`src/rtl/fc_requant_pack.sv`:
```
// fc_requant_pack
// Requantizes a serial stream of signed accumulator sums (multiply by an
// unsigned scale, round-half-up right shift, signed saturation) and packs
// LENGTH results into one vector. The vector is handed to the next stage
// with a valid/ready handshake.
//
// Ports:
//   clk, rst            clock (rising edge), asynchronous active-high reset
//   in_valid/in_ready   element handshake
//   in_data             signed accumulator sum
//   scale_mult          unsigned multiplier, captured with each element
//   scale_shift         right shift, captured with each element
//   out_valid/out_ready vector handshake
//   out_data            packed signed vector, element 0 = first accepted
module fc_requant_pack #(
    parameter int BITWIDTH    = 8,
    parameter int LENGTH      = 1,
    parameter int ACC_WIDTH   = 24,
    parameter int MULT_WIDTH  = 16,
    parameter int SHIFT_WIDTH = 6
) (
    input  logic                             clk,
    input  logic                             rst,
    input  logic                             in_valid,
    output logic                             in_ready,
    input  logic [ACC_WIDTH-1:0]             in_data,
    input  logic [MULT_WIDTH-1:0]            scale_mult,
    input  logic [SHIFT_WIDTH-1:0]           scale_shift,
    output logic                             out_valid,
    input  logic                             out_ready,
    output logic [LENGTH-1:0][BITWIDTH-1:0]  out_data
);

    localparam int PW     = ACC_WIDTH + MULT_WIDTH + 1;
    localparam int CNT_W  = $clog2(LENGTH + 1);
    localparam int SLOT_W = (LENGTH > 1) ? $clog2(LENGTH) : 1;

    localparam logic [CNT_W-1:0]  LEN_C     = CNT_W'(LENGTH);
    localparam logic [CNT_W-1:0]  LAST_C    = CNT_W'(LENGTH - 1);
    localparam logic [SLOT_W-1:0] LAST_SLOT = SLOT_W'(LENGTH - 1);
    localparam logic [PW:0]       ONE       = (PW + 1)'(1);

    localparam logic signed [PW:0] SAT_MAX = {{(PW + 2 - BITWIDTH){1'b0}}, {(BITWIDTH - 1){1'b1}}};
    localparam logic signed [PW:0] SAT_MIN = {{(PW + 2 - BITWIDTH){1'b1}}, {(BITWIDTH - 1){1'b0}}};

    typedef enum logic [1:0] {COLLECT, DRAIN, OUT} state_t;

    state_t state, state_next;
    logic [CNT_W-1:0] cnt;
    logic accept;

    logic                   s0_valid;
    logic [ACC_WIDTH-1:0]   s0_data;
    logic [MULT_WIDTH-1:0]  s0_mult;
    logic [SHIFT_WIDTH-1:0] s0_shift;
    logic [SLOT_W-1:0]      s0_slot;

    logic                   s1_valid;
    logic signed [PW-1:0]   s1_prod;
    logic [SHIFT_WIDTH-1:0] s1_shift;
    logic [SLOT_W-1:0]      s1_slot;

    logic signed [PW-1:0]   prod_next;
    logic [PW:0]            round_bias;
    logic signed [PW:0]     biased;
    logic signed [PW:0]     rounded;
    logic [BITWIDTH-1:0]    sat_val;

    assign accept = in_valid && in_ready;

    // Next-state and handshake outputs. Collection stops once a full vector
    // has been accepted; DRAIN then waits until the last element sits in the
    // product stage, i.e. it lands in out_data on the same edge OUT is entered.
    always_comb begin
        state_next = state;
        in_ready   = 1'b0;
        out_valid  = 1'b0;
        case (state)
            COLLECT: begin
                in_ready = !rst && (cnt < LEN_C);
                if (in_valid && in_ready && (cnt == LAST_C)) begin
                    state_next = DRAIN;
                end
            end
            DRAIN: begin
                if (s1_valid && (s1_slot == LAST_SLOT)) begin
                    state_next = OUT;
                end
            end
            OUT: begin
                out_valid = 1'b1;
                if (out_ready) begin
                    state_next = COLLECT;
                end
            end
            default: state_next = COLLECT;
        endcase
    end

    // State register and element counter; the counter only clears when the
    // finished vector is consumed, so slots never overlap with the OUT phase.
    always_ff @(posedge clk or posedge rst) begin
        if (rst) begin
            state <= COLLECT;
            cnt   <= '0;
        end else begin
            state <= state_next;
            if (accept) begin
                cnt <= cnt + 1'b1;
            end else if ((state == OUT) && out_ready) begin
                cnt <= '0;
            end
        end
    end

    // Accepted element, its scale settings and its slot are captured together
    // so later changes of scale_* never affect elements already in flight.
    always_ff @(posedge clk or posedge rst) begin
        if (rst) begin
            s0_valid <= 1'b0;
            s0_data  <= '0;
            s0_mult  <= '0;
            s0_shift <= '0;
            s0_slot  <= '0;
        end else begin
            s0_valid <= accept;
            if (accept) begin
                s0_data  <= in_data;
                s0_mult  <= scale_mult;
                s0_shift <= scale_shift;
                s0_slot  <= cnt[SLOT_W-1:0];
            end
        end
    end

    // Signed x unsigned product: the multiplier is zero-extended so the
    // multiplication stays signed and the full-width result is exact.
    assign prod_next = $signed({{(MULT_WIDTH + 1){s0_data[ACC_WIDTH-1]}}, s0_data})
                     * $signed({{(ACC_WIDTH + 1){1'b0}}, s0_mult});

    // Product stage register.
    always_ff @(posedge clk or posedge rst) begin
        if (rst) begin
            s1_valid <= 1'b0;
            s1_prod  <= '0;
            s1_shift <= '0;
            s1_slot  <= '0;
        end else begin
            s1_valid <= s0_valid;
            if (s0_valid) begin
                s1_prod  <= prod_next;
                s1_shift <= s0_shift;
                s1_slot  <= s0_slot;
            end
        end
    end

    // Round half up by adding half an LSB before the arithmetic shift; one
    // extra bit of headroom keeps the bias addition from overflowing.
    always_comb begin
        round_bias = '0;
        if (s1_shift != '0) begin
            round_bias = ONE << (s1_shift - 1'b1);
        end
        biased  = $signed({s1_prod[PW-1], s1_prod}) + $signed(round_bias);
        rounded = biased >>> s1_shift;
        if (rounded > SAT_MAX) begin
            sat_val = SAT_MAX[BITWIDTH-1:0];
        end else if (rounded < SAT_MIN) begin
            sat_val = SAT_MIN[BITWIDTH-1:0];
        end else begin
            sat_val = rounded[BITWIDTH-1:0];
        end
    end

    // Write-back into the vector; untouched slots keep their old contents
    // and out_valid alone qualifies the vector.
    always_ff @(posedge clk or posedge rst) begin
        if (rst) begin
            out_data <= '0;
        end else if (s1_valid) begin
            out_data[s1_slot] <= sat_val;
        end
    end

endmodule

```
`config.mk`:
```
export PLATFORM = sky130hd
export DESIGN_NAME = fc_requant_pack
export DESIGN_NICKNAME = d
export VERILOG_FILES = /design/src/rtl/fc_requant_pack.sv
export SDC_FILE = /design/constraint.sdc
export NUM_CORES = 2
export LEC_CHECK = 0
export ABC_AREA = 1
export BUFFER_PORTS_ARGS = -buffer_cell sky130_fd_sc_hd__buf_4
export CAP_MARGIN = 20
export CORE_ASPECT_RATIO = 1.25
export CORE_MARGIN = 4
export CORE_UTILIZATION = 45
export CTS_BUF_LIST = sky130_fd_sc_hd__clkbuf_16
export CTS_CLUSTER_DIAMETER = 120
export DETAILED_ROUTE_END_ITERATION = 10
export GPL_ROUTABILITY_DRIVEN = 0
export GPL_TIMING_DRIVEN = 0
export SLEW_MARGIN = 0
export SYNTH_ARGS = -nofsm -noshare
export SYNTH_HDL_FRONTEND = slang
export SYNTH_SLANG_ARGS = --single-unit
```
`constraint.sdc`:
```
create_clock -name clk -period 17.2 [get_ports clk]
set_input_delay 1.72 -clock clk [delete_from_list [all_inputs] [get_ports clk]]
set_output_delay 1.72 -clock clk [all_outputs]
set_load 0.02 [all_outputs]
```
# Word level (Yosys, flattened, before mapping)
# Cells that the tools add are included.
# word_totals
regBits	108
inputBits	50
out_inout_bits	10
word_cells	55
# classes
addsub	3
n_mul	1
n_lt_le_gt_ge	5
n_eq_ne	5
n_shift	2
n_mux	13
bitwise	2
reduce_logical	12
# op_table
op	n
41-bit by 42-bit adder with 42-bit output	1
42-bit by 8-bit > comparator with 1-bit output (second input constant)	1
42-bit by 8-bit less-than comparator with 1-bit output (second input constant)	1
42-bit two-way mux	1
1-bit by 6-bit << shifter with 42-bit output (first input constant)	1
42-bit by 6-bit >>> shifter with 42-bit output	1
24-bit by 17-bit multiplier with 41-bit output	1
8-bit two-way mux	3
8-bit bitwise mux	1
1-bit logical AND	7
2-bit two-way mux	3
2-bit != test (second input constant)	3
2-bit case mux with 3 select lines	1
6-bit nonzero test	1
6-bit by 1-bit subtractor with 6-bit output (second input constant)	1
1-bit two-way mux	4
3-bit AND reduction	1
2-bit by 1-bit equality test with 1-bit output (second input constant)	1
2-bit equality test (second input constant)	1
2-bit logical NOT	1
1-bit less-than comparator (second input constant)	2
1-bit NOT	2
2-bit nonzero test	1
1-bit adder (second input constant)	1
other kinds (2)	2

# Logic depth before layout (Yosys ltp)
# depth
word_depth	9
depth_mapped	41
depth_no_buf	39

# Least setup slack after synthesis
# No wires, ideal clock.
# synth_path
path_kind	register -> register
from	register s0_data[7]
to	register s1_prod[39]
setup_time_ps	82
arrival_ps	6386
t_required_ps	17118
slack_ps	10732
path_stages_with_launch	32
path_buffers	2
synth_period_minus_slack_ps	6468
path_cell_list	dfrtp_1 -> clkbuf_1 -> clkbuf_1 -> nand2_1 -> fa_1 -> inv_1 -> fa_1 -> inv_1 -> fa_1 -> inv_1 -> fa_1 -> inv_1 -> fa_1 -> inv_1 -> fa_1 -> ha_1 -> a21oi_1 -> o21ai_0 -> a21oi_1 -> o21ai_0 -> a21oi_1 -> inv_1 -> nand2_1 -> nand2_1 -> a31oi_1 -> o21ai_0 -> nand2_1 -> nand2_1 -> nand2_1 -> o311ai_0 -> or2_2 -> a31oi_1
# synth_between
elab_chain_cells	1
# synth_rtl
element	line_no	source
start: declaration	53	logic [ACC_WIDTH-1:0] s0_data;
start signal: assignment	128	s0_data <= in_data;
24-bit by 17-bit multiplier with 41-bit output	139	* $signed({{(ACC_WIDTH + 1){1'b0}}, s0_mult});
end signal: assignment	151	s1_prod <= prod_next;
end: declaration	59	logic signed [PW-1:0] s1_prod;
# Every way passes these cells.
# A chain may end at the register's enable or synchronous reset.

# Worst setup path after layout
# layout_path
from	register s0_mult[7]
to	register s1_prod[39]
# layout_between
elab_chain_cells	1
# layout_rtl
element	line_no	source
start: declaration	54	logic [MULT_WIDTH-1:0] s0_mult;
start signal: assignment	129	s0_mult <= scale_mult;
24-bit by 17-bit multiplier with 41-bit output	139	
# Every way passes these cells.

==> summary.txt <==
Critical path
  – Setup crit end kind: flop
  – Slowest cell on crit path: clkbuf_1
  – CP required: 17.50 ns
  – Worst r2r dst: s1_prod[39]
  – Critical path startpoint: s0_mult[7]
  – R2r worst-path depth: 31
  – Type of origin of the critical path: flop
  – CP Max Fanout: 10
  – WS Path Type: reg2reg
  – R2R Path Start: s0_mult[7]
  – End point of the critical path: s1_prod[39]
  – Setup slack, reg-to-reg: 9.02 ns
  – Worst path max stage delay: 0.67 ns
  – Worst EP arrival: around 8.5 ns

Logic synthesis
  – Yosys Warn Count: 0
  – Primary FF master, synth: dfrtp_1
  – Fraction of registers with async set/reset: 1.00
  – Flops & latches, synth: 108
  – Post-Syn Nets: 4,386
  – Avg Cell Area, Syn: 6.67 sq um
  – Post-synth cell types: 47
  – Post-Synthesis Cell Area: between 20,000 and 30,000 sq um
  – Sequential fraction of the synthesis area: 0.106
  – EDFF count, synth: 0
  – Synth Instances: 3,816

Clock tree
  – Postcts setup bufs: 0
  – Post_cts resized: 0
  – Clk Latency, worst-skew pair: 0.39 ns
  – Maximum clock path buffer count: 2
  – Worst-path clk slew: 0.09 ns
  – H-Tree Depth: 3
  – TritonCTS clock tree: built
  – Hold Buf Count CTS: 0
  – Total CTS buffers: 9
  – Clock Tree Root: clkbuf_16
  – CTS Sinks: 108

Floorplan
  – Ports: 60
  – Die area: 60,500 sq um
  – Core ar.: between 50,000 and 60,000 sq um
  – Die Width: 221 um
  – Die Ht: 274 um
  – Initial Utilization: 0.454
  – Floorplan row count: between 90 and 100

Drt
  – Iter 0 DRT Violations: 1,956
  – # DRC: 0
  – Final wirelength: slightly below 90 mm
  – Drt pass-1 iters: 8
  – Vias: ~24,000
  – Wire length per cell: approximately 19 um
  – Antenna Nets Post-Route: 0
  – Vias per cell: about 5.2

Finish
  – FF/Latch Area: 2700 sq um
  – Multi-input gate area: 19,100 sq um
  – Fillers: 5,986
  – Area grow syn2layout: 6.83%
  – Layout cells sized above 1: 0.0398
  – Layout net count: 4,458

Timing
  – RSZ-0062 raised after global routing: false
  – Final hold violations: 0
  – Crit share post-route: 0.475
  – Min Clock Period, post-route: about 8.2 ns
  – Rel. slew slack: 0.324
  – # setup viols final: 0
  – Worst-Margin Slew: 1.01 ns
  – Slew Limit Fails: 0
  – Setup TNS: 0 ns
  – Layout Skew: around 0.022 ns
  – Highest clock rate: 0.122 GHz

Global routing
  – Final global-route overflow total: 0
  – First-pass GRT wire length: 139 mm
  – Largest net degree at the start of global routing: 64
  – Number of global-route vias before repair: 25,000
  – Initial antenna violation count: 1
  – GRT Util Overall: 0.300

Place
  – Dpl hpwl: 75.2 mm
  – # port buffers: 59

Worst hold path
  – Hold Crit Class: reg2reg
  – Hold path depth: 0

Flow run
  – Max_cap viols: 0

Outcome
  – Outcome: completed
-- cells in the mapped netlist, types with 4 or more instances --
cell      count  area [sq um]
nand2_1    1227          4610
inv_1       786          2950
nand3_1     419          2100
fa_1        378          7570
nor2_1      223           837
clkbuf_1    146           548
ha_1        142          1780
dfrtp_1     108          2700
a21oi_1      98           490
o21ai_0      76           380
a31oi_1      19           119
nand4_1      18           113
or2_2        17           106
xnor2_1      15           131
xor2_1       15           131
nand3_2      14           140
buf_1        12          45.0
nor3_1       12          60.1
buf_2        11          55.1
o21bai_1      9          67.6
nand2_2       8          50.1
nor2_2        8          50.1
nor4_1        5          31.3
clkinv_1      4          15.0
o31ai_1       4          30.0
-- placed cells by master (no fill, tap or decap), drive strengths merged, types with 2 or more instances in the layout --
master and instances:
nand3 433, o2111ai 3, xor2 16, nor3 12
xnor2 15, buf 86, clkbuf 156, ha 142
o31ai 4, mux2i 2, a21o 2, o21bai 9
a21oi 100, nor4 5, nand3b 2, nor2 234
inv 793, fa 378, nand4 19, or2 17
nand2 1238, dfrtp 108, clkinv 8, o21a 3
o211ai 3, a31oi 19, o21ai 79
-- area by class of cell --
| type | instances | area share |
|---|---|---|
| Timing Repair Buffer | 61 | 0.0176 |
| Antenna cell | 1 | 0.0000920 |
| Clock buffer | 9 | 0.00828 |
| Inverter | 796 | 0.110 |
| Clock inverter | 7 | 0.00373 |
| Multi-Input combinational cell | 2740 | 0.702 |
| Tap cell | 742 | 0.0341 |
| Sequential cell | 108 | 0.0994 |
| Buffer | 172 | 0.0251 |
-- critical path, delay by kind of cell (launching register included) --
kind | cells | cell delay [ns]
buf+inv | 8 | 1.61
fa+ha+maj | 7 | 3.50
simple gates | 7 | 0.94
compound gates | 9 | 1.74
flops | 1 | 0.32
-- cell families after synthesis --
logic type	Yosys count	synth area share
AOI/OAI and AO/OA	227	0.0489
xor gates and xnor gates	31	0.0110
adders and majority gates	520	0.367
buffers and inverters	968	0.144
DFF	108	0.106
muxes	2	0.000786
and+or+nand+nor	1960	0.322
-- how the worst min path moves through the flow --
stage | slack (ns) | start | end
after global routing | 0.42 | s0_valid | s1_valid
final | 0.40 | s0_valid | s1_valid
after floorplan | 0.35 | s0_valid | s1_valid
after global placement | 0.36 | s0_valid | s1_valid
after CTS | 0.40 | s0_valid | s1_valid
after detailed placement | 0.37 | s0_valid | s1_valid
-- state kept, by name, summed over array words and instances, names as in the netlist --
register	count
s1_prod	41
s0_data	24
s0_mult	16
out_data	8
s0_shift	6
s1_shift	6
state	2
cnt	1
s0_slot	1
s0_valid	1
s1_slot	1
s1_valid	1
-- per-stage QoR --
step | std cells | util | instance area (sq um) | worst slack [ns] | hold WS, ns
global placement | 4617 | 0.479 | 26800 | 9.15 | 0.364
detailed placement | 4618 | 0.479 | 26900 | 9.09 | 0.366
CTS | 4634 | 0.485 | 27200 | 9.05 | 0.396
finish | 4636 | 0.485 | 27200 | 9.02 | 0.395
floorplan | 3816 | - | 25500 | 10.73 | 0.352
global route | 4635 | 0.485 | 27200 | 8.59 | 0.418
-- metal layers --
| layer | part of all wire | track usage | wire (um) |
|---|---|---|---|
| met5 | 0 | 0 | 0 |
| met2 | 0.49 | 0.515 | 42900 |
| met4 | 0.082 | 0.201 | 7250 |
| met1 | 0.38 | 0.351 | 33900 |
| met3 | 0.049 | 0.0344 | 4310 |
Power is left out: the tool's default activity adds up to more than one toggle a clock period on the data nets, which glitch-free logic cannot reach.
